**src/rtl/axi4_lite_pkg.sv**
```systemverilog
`default_nettype none
// ============================================================================
// Module   : axi4_lite_pkg
// Brief    : Shared AXI4-Lite types: response codes, master FSM states and
//            command/response records sized for the widest supported bus.
// Revision : 1.0
// ============================================================================
package axi4_lite_pkg;

    localparam int AXIL_MAX_DATA_WIDTH = 64;
    localparam int AXIL_MAX_ADDR_WIDTH = 32;
    localparam int AXIL_MAX_STRB_WIDTH = AXIL_MAX_DATA_WIDTH / 8;

    typedef enum logic [1:0] {
        OKAY   = 2'b00,
        EXOKAY = 2'b01,
        SLVERR = 2'b10,
        DECERR = 2'b11
    } resp_t;

    typedef enum logic [5:0] {
        IDLE    = 6'b000001,
        WR_AW_W = 6'b000010,
        WR_B    = 6'b000100,
        RD_AR   = 6'b001000,
        RD_R    = 6'b010000,
        RESP    = 6'b100000
    } master_state_t;

    typedef struct packed {
        logic                           write;
        logic [AXIL_MAX_ADDR_WIDTH-1:0] addr;
        logic [AXIL_MAX_DATA_WIDTH-1:0] wdata;
        logic [AXIL_MAX_STRB_WIDTH-1:0] wstrb;
    } cmd_t;

    typedef struct packed {
        logic                           write;
        logic [AXIL_MAX_DATA_WIDTH-1:0] rdata;
        resp_t                          resp;
    } rsp_t;

endpackage
`default_nettype wire

```
**src/rtl/axi4_lite_if.sv**
```systemverilog
`default_nettype none
// ============================================================================
// Module   : axi4_lite_if
// Brief    : AXI4-Lite five-channel bundle with master and slave views.
// Revision : 1.0
// ============================================================================
interface axi4_lite_if #(
    parameter int DATA_WIDTH = 32,
    parameter int ADDR_WIDTH = 10
);
    localparam int STRB_WIDTH = DATA_WIDTH / 8;

    logic [ADDR_WIDTH-1:0] aw_addr;
    logic                  aw_valid;
    logic                  aw_ready;

    logic [DATA_WIDTH-1:0] w_data;
    logic [STRB_WIDTH-1:0] w_strb;
    logic                  w_valid;
    logic                  w_ready;

    logic [1:0]            b_resp;
    logic                  b_valid;
    logic                  b_ready;

    logic [ADDR_WIDTH-1:0] ar_addr;
    logic                  ar_valid;
    logic                  ar_ready;

    logic [DATA_WIDTH-1:0] r_data;
    logic [1:0]            r_resp;
    logic                  r_valid;
    logic                  r_ready;

    modport master (
        output aw_addr, aw_valid, input aw_ready,
        output w_data, w_strb, w_valid, input w_ready,
        input  b_resp, b_valid, output b_ready,
        output ar_addr, ar_valid, input ar_ready,
        input  r_data, r_resp, r_valid, output r_ready
    );

    modport slave (
        input  aw_addr, aw_valid, output aw_ready,
        input  w_data, w_strb, w_valid, output w_ready,
        output b_resp, b_valid, input b_ready,
        input  ar_addr, ar_valid, output ar_ready,
        output r_data, r_resp, r_valid, input r_ready
    );

endinterface
`default_nettype wire

```
**src/rtl/axi4_lite_master.sv**
```systemverilog
`default_nettype none
// ============================================================================
// Module   : axi4_lite_master
// Brief    : Single-outstanding AXI4-Lite initiator; local command in,
//            AXI read/write out, registered response back to the requester.
// Revision : 1.0
// ============================================================================
module axi4_lite_master
    import axi4_lite_pkg::*;
#(
    parameter  int DATA_WIDTH = 32,
    parameter  int ADDR_WIDTH = 10,
    localparam int STRB_WIDTH = DATA_WIDTH / 8
) (
    input  wire logic                  clk,
    input  wire logic                  rst_n,

    input  wire logic                  cmd_valid,
    output logic                       cmd_ready,
    input  wire logic                  cmd_write,
    input  wire logic [ADDR_WIDTH-1:0] cmd_addr,
    input  wire logic [DATA_WIDTH-1:0] cmd_wdata,
    input  wire logic [STRB_WIDTH-1:0] cmd_wstrb,

    output logic                       rsp_valid,
    input  wire logic                  rsp_ready,
    output logic                       rsp_write,
    output logic [DATA_WIDTH-1:0]      rsp_rdata,
    output logic [1:0]                 rsp_resp,

    axi4_lite_if.master                axi
);

    if (DATA_WIDTH != 32 && DATA_WIDTH != 64) begin : g_width_check
        $error("axi4_lite_master: DATA_WIDTH must be 32 or 64");
    end

    master_state_t state;
    master_state_t state_next;
    logic          aw_done;
    logic          w_done;

    logic aw_hs;
    logic w_hs;
    logic b_hs;
    logic ar_hs;
    logic r_hs;
    logic cmd_hs;
    logic rsp_hs;
    logic aw_w_complete;

    assign aw_hs  = axi.aw_valid & axi.aw_ready;
    assign w_hs   = axi.w_valid  & axi.w_ready;
    assign b_hs   = axi.b_valid  & axi.b_ready;
    assign ar_hs  = axi.ar_valid & axi.ar_ready;
    assign r_hs   = axi.r_valid  & axi.r_ready;
    assign cmd_hs = cmd_valid & cmd_ready;
    assign rsp_hs = rsp_valid & rsp_ready;

    // AW and W may finish in either order or together; count this cycle's handshakes too.
    assign aw_w_complete = (aw_done | aw_hs) & (w_done | w_hs);

    always_comb begin
        state_next = state;
        unique case (state)
            IDLE:    if (cmd_hs)        state_next = cmd_write ? WR_AW_W : RD_AR;
            WR_AW_W: if (aw_w_complete) state_next = WR_B;
            WR_B:    if (b_hs)          state_next = RESP;
            RD_AR:   if (ar_hs)         state_next = RD_R;
            RD_R:    if (r_hs)          state_next = RESP;
            RESP:    if (rsp_hs)        state_next = IDLE;
            default:                    state_next = IDLE;
        endcase
    end

    always_ff @(posedge clk or negedge rst_n) begin
        if (!rst_n) begin
            state        <= IDLE;
            cmd_ready    <= 1'b0;
            aw_done      <= 1'b0;
            w_done       <= 1'b0;
            axi.aw_addr  <= '0;
            axi.aw_valid <= 1'b0;
            axi.w_data   <= '0;
            axi.w_strb   <= '0;
            axi.w_valid  <= 1'b0;
            axi.b_ready  <= 1'b0;
            axi.ar_addr  <= '0;
            axi.ar_valid <= 1'b0;
            axi.r_ready  <= 1'b0;
            rsp_valid    <= 1'b0;
            rsp_write    <= 1'b0;
            rsp_rdata    <= '0;
            rsp_resp     <= 2'b00;
        end else begin
            state     <= state_next;
            cmd_ready <= (state_next == IDLE);

            unique case (state)
                IDLE: begin
                    if (cmd_hs) begin
                        aw_done <= 1'b0;
                        w_done  <= 1'b0;
                        if (cmd_write) begin
                            axi.aw_addr  <= cmd_addr;
                            axi.w_data   <= cmd_wdata;
                            axi.w_strb   <= cmd_wstrb;
                            axi.aw_valid <= 1'b1;
                            axi.w_valid  <= 1'b1;
                        end else begin
                            axi.ar_addr  <= cmd_addr;
                            axi.ar_valid <= 1'b1;
                        end
                    end
                end
                WR_AW_W: begin
                    if (aw_hs) begin
                        axi.aw_valid <= 1'b0;
                        aw_done      <= 1'b1;
                    end
                    if (w_hs) begin
                        axi.w_valid <= 1'b0;
                        w_done      <= 1'b1;
                    end
                    if (aw_w_complete) axi.b_ready <= 1'b1;
                end
                WR_B: begin
                    if (b_hs) begin
                        axi.b_ready <= 1'b0;
                        rsp_valid   <= 1'b1;
                        rsp_write   <= 1'b1;
                        rsp_rdata   <= '0;
                        rsp_resp    <= axi.b_resp;
                    end
                end
                RD_AR: begin
                    if (ar_hs) begin
                        axi.ar_valid <= 1'b0;
                        axi.r_ready  <= 1'b1;
                    end
                end
                RD_R: begin
                    if (r_hs) begin
                        axi.r_ready <= 1'b0;
                        rsp_valid   <= 1'b1;
                        rsp_write   <= 1'b0;
                        rsp_rdata   <= axi.r_data;
                        rsp_resp    <= axi.r_resp;
                    end
                end
                RESP: begin
                    if (rsp_hs) rsp_valid <= 1'b0;
                end
                default: ;
            endcase
        end
    end

endmodule
`default_nettype wire

```
**src/flat_wrapper.sv**
```systemverilog
// flat-port wrapper written by rule: the top's interface ports become plain ports
module axi4_lite_master_flat import axi4_lite_pkg::*;
#(
    parameter  int DATA_WIDTH = 32,
    parameter  int ADDR_WIDTH = 10,
    localparam int STRB_WIDTH = DATA_WIDTH / 8
)
  (clk, rst_n, cmd_valid, cmd_ready, cmd_write, cmd_addr, cmd_wdata, cmd_wstrb, rsp_valid, rsp_ready, rsp_write, rsp_rdata, rsp_resp, axi_aw_addr, axi_aw_valid, axi_aw_ready, axi_w_data, axi_w_strb, axi_w_valid, axi_w_ready, axi_b_resp, axi_b_valid, axi_b_ready, axi_ar_addr, axi_ar_valid, axi_ar_ready, axi_r_data, axi_r_resp, axi_r_valid, axi_r_ready);
  axi4_lite_if #(.DATA_WIDTH(DATA_WIDTH), .ADDR_WIDTH(ADDR_WIDTH)) axi_i ();
  input  wire logic clk;
  input  wire logic rst_n;
  input  wire logic cmd_valid;
  output logic cmd_ready;
  input  wire logic cmd_write;
  input  wire logic [ADDR_WIDTH-1:0] cmd_addr;
  input  wire logic [DATA_WIDTH-1:0] cmd_wdata;
  input  wire logic [STRB_WIDTH-1:0] cmd_wstrb;
  output logic rsp_valid;
  input  wire logic rsp_ready;
  output logic rsp_write;
  output logic [DATA_WIDTH-1:0] rsp_rdata;
  output logic [1:0] rsp_resp;
  output wire logic [$bits(axi_i.aw_addr)-1:0] axi_aw_addr;
  output wire logic [$bits(axi_i.aw_valid)-1:0] axi_aw_valid;
  input wire logic [$bits(axi_i.aw_ready)-1:0] axi_aw_ready;
  output wire logic [$bits(axi_i.w_data)-1:0] axi_w_data;
  output wire logic [$bits(axi_i.w_strb)-1:0] axi_w_strb;
  output wire logic [$bits(axi_i.w_valid)-1:0] axi_w_valid;
  input wire logic [$bits(axi_i.w_ready)-1:0] axi_w_ready;
  input wire logic [$bits(axi_i.b_resp)-1:0] axi_b_resp;
  input wire logic [$bits(axi_i.b_valid)-1:0] axi_b_valid;
  output wire logic [$bits(axi_i.b_ready)-1:0] axi_b_ready;
  output wire logic [$bits(axi_i.ar_addr)-1:0] axi_ar_addr;
  output wire logic [$bits(axi_i.ar_valid)-1:0] axi_ar_valid;
  input wire logic [$bits(axi_i.ar_ready)-1:0] axi_ar_ready;
  input wire logic [$bits(axi_i.r_data)-1:0] axi_r_data;
  input wire logic [$bits(axi_i.r_resp)-1:0] axi_r_resp;
  input wire logic [$bits(axi_i.r_valid)-1:0] axi_r_valid;
  output wire logic [$bits(axi_i.r_ready)-1:0] axi_r_ready;
  assign axi_aw_addr = axi_i.aw_addr;
  assign axi_aw_valid = axi_i.aw_valid;
  assign axi_i.aw_ready = axi_aw_ready;
  assign axi_w_data = axi_i.w_data;
  assign axi_w_strb = axi_i.w_strb;
  assign axi_w_valid = axi_i.w_valid;
  assign axi_i.w_ready = axi_w_ready;
  assign axi_i.b_resp = axi_b_resp;
  assign axi_i.b_valid = axi_b_valid;
  assign axi_b_ready = axi_i.b_ready;
  assign axi_ar_addr = axi_i.ar_addr;
  assign axi_ar_valid = axi_i.ar_valid;
  assign axi_i.ar_ready = axi_ar_ready;
  assign axi_i.r_data = axi_r_data;
  assign axi_i.r_resp = axi_r_resp;
  assign axi_i.r_valid = axi_r_valid;
  assign axi_r_ready = axi_i.r_ready;
  axi4_lite_master #(.DATA_WIDTH(DATA_WIDTH), .ADDR_WIDTH(ADDR_WIDTH)) u_core (.clk(clk), .rst_n(rst_n), .cmd_valid(cmd_valid), .cmd_ready(cmd_ready), .cmd_write(cmd_write), .cmd_addr(cmd_addr), .cmd_wdata(cmd_wdata), .cmd_wstrb(cmd_wstrb), .rsp_valid(rsp_valid), .rsp_ready(rsp_ready), .rsp_write(rsp_write), .rsp_rdata(rsp_rdata), .rsp_resp(rsp_resp), .axi(axi_i));
endmodule
```
**config.mk**
```make
export PLATFORM = sky130hd
export DESIGN_NAME = axi4_lite_master_flat
export DESIGN_NICKNAME = d
export VERILOG_FILES = /design/src/rtl/axi4_lite_pkg.sv /design/src/rtl/axi4_lite_if.sv /design/src/rtl/axi4_lite_master.sv /design/src/flat_wrapper.sv
export SDC_FILE = /design/constraint.sdc
export NUM_CORES = 1
export LEC_CHECK = 0
export ABC_AREA = 1
export CAP_MARGIN = 10
export CORE_AREA = 2 2 106 108
export DETAILED_ROUTE_END_ITERATION = 10
export DIE_AREA = 0 0 108 110
export PLACE_DENSITY = 0.86
export SYNTH_ARGS = -nofsm -noshare
export SYNTH_HDL_FRONTEND = slang
export SYNTH_SLANG_ARGS = --single-unit
export TNS_END_PERCENT = 10
```
**constraint.sdc**
```tcl
create_clock -name clk -period 3.67 [get_ports clk]
set_input_delay 0.734 -clock clk [delete_from_list [all_inputs] [get_ports clk]]
set_output_delay 0.734 -clock clk [all_outputs]
set_load 0.1 [all_outputs]
```
==> run metrics <==
vias after detailed routing=4,155; CP max FO=3; Critical Path RT=around 3 ns; r2r startpoint=u_core.state[5]; clock latency on the worst-skew pair=between 0.3 and 0.4 ns; Yosys top cell area share=a little under three fifths; I/O Buffers=189; R2R depth=7; Final setup viols=0; post-layout util=63.3%; worst hold path type=input pin to async pin; max_cap viols=0; clock skew=just under 0.007 ns; clock sinks=106; total power draw=~6.3 mW; initial core utilization=a little over two fifths; GRT Total Usage=a little under a quarter; GRT overflow=0; layout cells sized above 1=between 10% and 20%; Reg2Reg Setup Slack=1.36 ns; CTS Buf Count=9; hpwl dp=around 9500 um; vias in the first global route=around 4,200; Diodes inserted=0; Syn Inst Count=510; crit path DAT=between 1.5 and 2 ns; Least-Margin Pin Slew=a little over 1 ns; CP Buf/Inv Count=1; gpl congestion=about 0.86; setup total negative slack=0 ns; DIE HEIGHT=~110 um; final worst path period share=slightly above 70%; Synth Cell Area=4690 sq um; met2 wire len=between 6000 and 7000 um; Core ar.=10,700 sq um; # Post-CTS Setup Buffers=0; # DRC=0; Hold-fix buffers, CTS=0; Crit path max-delay family=buffers and inverters; Area Growth Syn to Fin=44.3%; CTS Buffer Depth=2; clock root buffer master=clkbuf_8; Clock Pin Slew Worst Setup and Hold Paths=0.09 ns; Peak supply drop=~1.1 mV; Yosys top cell by area=dfrtp_1; Worst Setup End Kind=output pin; H-tree levels=3; non-filler instance count after layout=between 800 and 900; Synth cell types=21; worst path cell trace=clkdlybuf4s50_1; Fmax=around 380 MHz; # fillers=842; CP Launch Type=flop; slowest library cell on the worst path=clkdlybuf4s50_1; Total Wirelength=around 13,000 um; routed wire length on met3=1480 um; Avg Inst Size Synth=between 9 and 10 sq um; Die W=about 110 um; Initial DRC Count=about 340; Initial DRT Pass Iterations=5; die area=11,900 sq um; Std-Cell Rows=38; Slew headroom=approximately a third; first-pass GRT wire length=about 21,000 um; sequential share of the synthesized area=between 50% and 60%; Max stage delay on crit path=approximately 1.2 ns; DR top layer=met4; antenna violations before repair=0; synth top area cells=dfrtp_1, nand2_1, o21ai_2; wire per inst=between 15 and 20 um; P per Cell Area=between 900 and 1000 nW/um^2; Pleak=roughly 3.1 nW; Final Max Slew Viols=0; crit path time final=about 2.7 ns; unrepaired setup endpoints after global routing=no; pin count of the biggest net entering global routing=93; Syn. warnings=0; Metal-1 WL=about 5000 um; worst r2r dst=u_core.rsp_rdata[14]; nets=between 700 and 800; placed insts=around 820; drt via density=5.01; Detail Route Antenna Nets=0; CTS tree=built; synthesized net count=about 600; # resized after CTS=0; Final Hold Viols=0; status=completed; CP Depth=1; Setup Crit Path Kind=flop to output pin; FF+latch count, synth=between 100 and 150; IO Pins=190
Yosys cell counts (all sizes together):
master  instances
nand2         141
dfrtp         105
o21ai          94
inv            66
nand4          36
buf            17
nand3          15
nor2           15
clkbuf         13
a21oi           4
or2             2
dfstp           1
o211ai          1
layer usage:
metal  track usage (%)  vias up
met5                 0        -
met3              8.11       15
met1              26.6     1933
met2              38.5      211
li1                  -     1996
met4              8.33        0
logic make-up after synthesis:
group,count (synthesis),synth area share [%]
AND/OR/NAND/NOR,209,20.1
AO/OA/AOI/OAI,99,13.5
flip-flops,106,56.6
buffers and inverters,96,9.87
worst max path at each step:
| stage | from | end | slack (ns) |
|---|---|---|---|
| 6_report | u_core.axi.b_ready | axi_b_ready | 1.02 |
| 5_1_grt | u_core.axi.w_data[19] | axi_w_data[19] | 0.96 |
| 4_1_cts | u_core.axi.b_ready | axi_b_ready | 1.00 |
| 3_5_place_dp | u_core.state[5] | u_core.rsp_rdata[14] | 1.36 |
| 3_3_place_gp | cmd_valid | u_core.axi.ar_addr[0] | 1.41 |
| 2_1_floorplan | u_core.cmd_ready | u_core.axi.ar_addr[1] | 1.55 |
placed cells by master, fill, tap and decap left out:
cell             Yosys  final
o21ai_0             16     16
nor2_1               9      9
or2_4                1      1
nor2_2               5      4
o211ai_1             1      1
nand3_4              0      1
buf_12               0      1
nor2_4               1      2
clkbuf_8             0     10
nand4_1             36     36
inv_1               64     64
buf_4                0      8
nand2_1            141    141
dfstp_2              1      1
or2_2                1      1
clkdlybuf4s50_1      0    187
inv_2                2      2
o21ai_2             36     36
nand3_2              4      3
nand3_1             11     11
dfrtp_1            105    105
clkbuf_1            13      4
a21oi_1              4      4
o21ai_1             42     42
registers in the layout, summed over array words and instances (netlist names):
name / count
u_core.aw_done: 1
u_core.axi.ar_addr: 10
u_core.axi.ar_valid: 1
u_core.axi.aw_addr: 10
u_core.axi.aw_valid: 1
u_core.axi.b_ready: 1
u_core.axi.r_ready: 1
u_core.axi.w_data: 32
u_core.axi.w_strb: 4
u_core.axi.w_valid: 1
u_core.cmd_ready: 1
u_core.rsp_rdata: 32
u_core.rsp_resp: 2
u_core.rsp_valid: 1
u_core.rsp_write: 1
u_core.state: 6
u_core.w_done: 1
where the power goes:
part,total (mW),switching (mW),internal (mW)
clock,0.628,0.368,0.260
sequential,1.72,0.211,1.51
combinational,4.00,3.11,0.885
total,6.35,3.69,2.66
per-stage QoR:
stage	setup slack, ns	instance area, sq um	hold slack (ns)
after floorplan	1.55	4690	0.438
after global placement	1.41	6620	0.464
after detailed placement	1.36	6620	0.467
after CTS	1.00	6770	0.388
after global routing	0.965	6770	0.410
final	1.02	6770	0.376
cell type report:
type                    count  area, sq um  area share (%)
flip-flops and latches    106         2650            39.2
inverters                  66          248            3.66
repair buffers            196         1950            28.8
multi-input cells         308         1590            23.4
well taps                 140          175            2.59
clock buffers              14          153            2.26
Note: power is estimated with default switching activity, not from simulation.
==> variant, RTL diff (config.mk and constraints unchanged) <==
`ADDR_WIDTH` is set to 10 in 3 places; all go to 11.
--- a/src/rtl/axi4_lite_if.sv
+++ b/src/rtl/axi4_lite_if.sv
@@ -8,3 +8,3 @@
     parameter int DATA_WIDTH = 32,
-    parameter int ADDR_WIDTH = 10
+    parameter int ADDR_WIDTH = 11
 );
--- a/src/rtl/axi4_lite_master.sv
+++ b/src/rtl/axi4_lite_master.sv
@@ -11,3 +11,3 @@
     parameter  int DATA_WIDTH = 32,
-    parameter  int ADDR_WIDTH = 10,
+    parameter  int ADDR_WIDTH = 11,
     localparam int STRB_WIDTH = DATA_WIDTH / 8
--- a/src/flat_wrapper.sv
+++ b/src/flat_wrapper.sv
@@ -4,3 +4,3 @@
     parameter  int DATA_WIDTH = 32,
-    parameter  int ADDR_WIDTH = 10,
+    parameter  int ADDR_WIDTH = 11,
     localparam int STRB_WIDTH = DATA_WIDTH / 8
Interface: changed (resized axi_ar_addr, axi_aw_addr and cmd_addr); port bits go from 190 to 193. The function was not compared with the original's and may differ.
==> variant against the original RTL <==
  * Sequential share of layout area is 0.45 points higher
  * Via count stayed put
  * Area after synthesis is 2.4% lower
  * Synthesized cell count is 0.20% higher
  * Worst setup slack worse by 0.010 ns
  * Total power is 2.9% higher
  * Wire length is 2.8% lower
  * Design area is 0.72% higher
  * Count of clock-buffer cells in the layout is 4 lower
  * Sequential cell count is 2 higher
==> variant: results (changes against the original RTL) <==
* Tightest slew margin relative to the limit at 31.1% (-0.82 points)
* Mean cell area of the mapped netlist at 8.96 um^2 (-2.6%)
* Crit-path max cell delay at 1.18 ns (+0.02 ns)
* Result of the run: finished, final reports clean
* Filler cell count at 852 (+1.2%)
* H-tree depth reported by CTS at 3 (unchanged)
* VDD IR max at 0.000787 V (-30%)
* Switching power summed over all nets at 3790 uW (+2.6%)
* Share of final-layout standard cells stronger than drive strength 1 at 5.89% (-4.3 points)
* Setup slack of the most critical reg-to-reg path at 1.26 ns (-0.10 ns)
* Clock Path Buffers at 2 (unchanged)
* Setup slack after placement at 0.993 ns (-0.363 ns)
* Routed WL per cell at 14.9 um (-3.5%)
* Inst Count DP at 819 (+0.37%)
* Final setup skew at 0.00954 ns (+0.00267 ns)
* Worst min path class: in -> async
* Worst Reg-to-Reg Cells at 8 (+1)
* Cell types occupying the most area after synthesis: dfrtp_1 58%, nand2_1 11%, o21ai_1 6.9%
* Most instantiated cells after synthesis: 133 x nand2_1, 107 x dfrtp_1, 69 x inv_1, 63 x o21ai_1, 38 x nand4_1
* Sum of net half-perimeters after detailed placement at 8980 um (-5.3%)
* Gpl congestion at 0.824 (-3.8%)
* Per-cell via count in the routed design at 4.97 (-0.72%)
* First-pass GRT wire length at 20500 um (-2.4%)
* Maximum number of pins on one net before global-route repair at 90 (-3.2%)
* Proportion of synthesized chip area in sequential cells at 59.1% (+2.5 points)
* Detailed Route Iter0 Violations at 366 (+8.9%)
* Count of distinct cell types in the synthesized netlist at 24 (+14%)
* Leakage power at 0.00316 uW (+0.94%)
* All-layer global routing usage at 22.0% (-0.72 points)
* Total number of nets in the final design at 784 (+0.64%)
* Total of buffers placed on input and output ports at 192 (+1.6%)
* Via count of the first global-routing pass at 4214 (+0.57%)
* Top fanout value on the critical path at 2 (-1)
* Worst r2r src: u_core.state[3]
* Final instance count without filler cells at 836 (+0.72%)
* Critical R2R Capture: u_core.axi.w_data[27]
## variant: power groups by stage
stage	combinational (uW)	clock, uW	sequential, uW
6_report	4030	739	1760
3_5_place_dp	4030	0	1780
4_1_cts	4040	764	1770
2_1_floorplan	668	0	4100
3_3_place_gp	3980	0	1770
5_1_grt	4210	820	1810
## variant: stage by stage
step           cell area, um^2  hold slack [ns]  power [uW]  utilization (%)
6_report                  6820            0.313        6540             63.7
5_1_grt                   6820            0.329        6830             63.7
4_1_cts                   6790            0.491        6570             63.5
3_5_place_dp              6590            0.467        5810             61.6
3_3_place_gp              6590            0.456        5740             61.6
2_1_floorplan             4580            0.438        4770                -
## variant: final cells by class
cell class,instances,share of cell area [%]
clock buffer,10,1.87
multi-input combinational,303,21.6
timing repair buffer,199,29.4
inverter,70,3.85
tap,140,2.57
clock inverter,6,1.06
sequential,108,39.7
## variant: worst max path at each step
stage | cells past startpoint | startpoint | end | slack [ns]
after floorplan | 7 | u_core.cmd_ready | u_core.axi.w_data[0] | 1.71
after global placement | 7 | cmd_valid | u_core.axi.w_data[23] | 1.06
after detailed placement | 5 | cmd_valid | u_core.axi.ar_addr[6] | 0.99
after CTS | 1 | u_core.axi.aw_valid | axi_aw_valid | 0.98
after global routing | 1 | u_core.axi.w_valid | axi_w_valid | 0.93
final | 1 | u_core.axi.w_data[15] | axi_w_data[15] | 1.01
## variant: layer usage
| metal | track usage (%) | part of all wire (%) |
|---|---|---|
| met1 | 26.2 | 40 |
| met2 | 36.8 | 47 |
| met3 | 7.23 | 10 |
| met4 | 9.16 | 2.7 |
| met5 | 0 | 0 |
## variant: logic make-up (layout without fill, tap and decap cells)
kind of cell	after synthesis	count (layout)	synth area share, %
simple gates	201	201	20.3
flops	108	108	59.1
compound gates	102	102	11.8
buf+inv	100	285	8.88
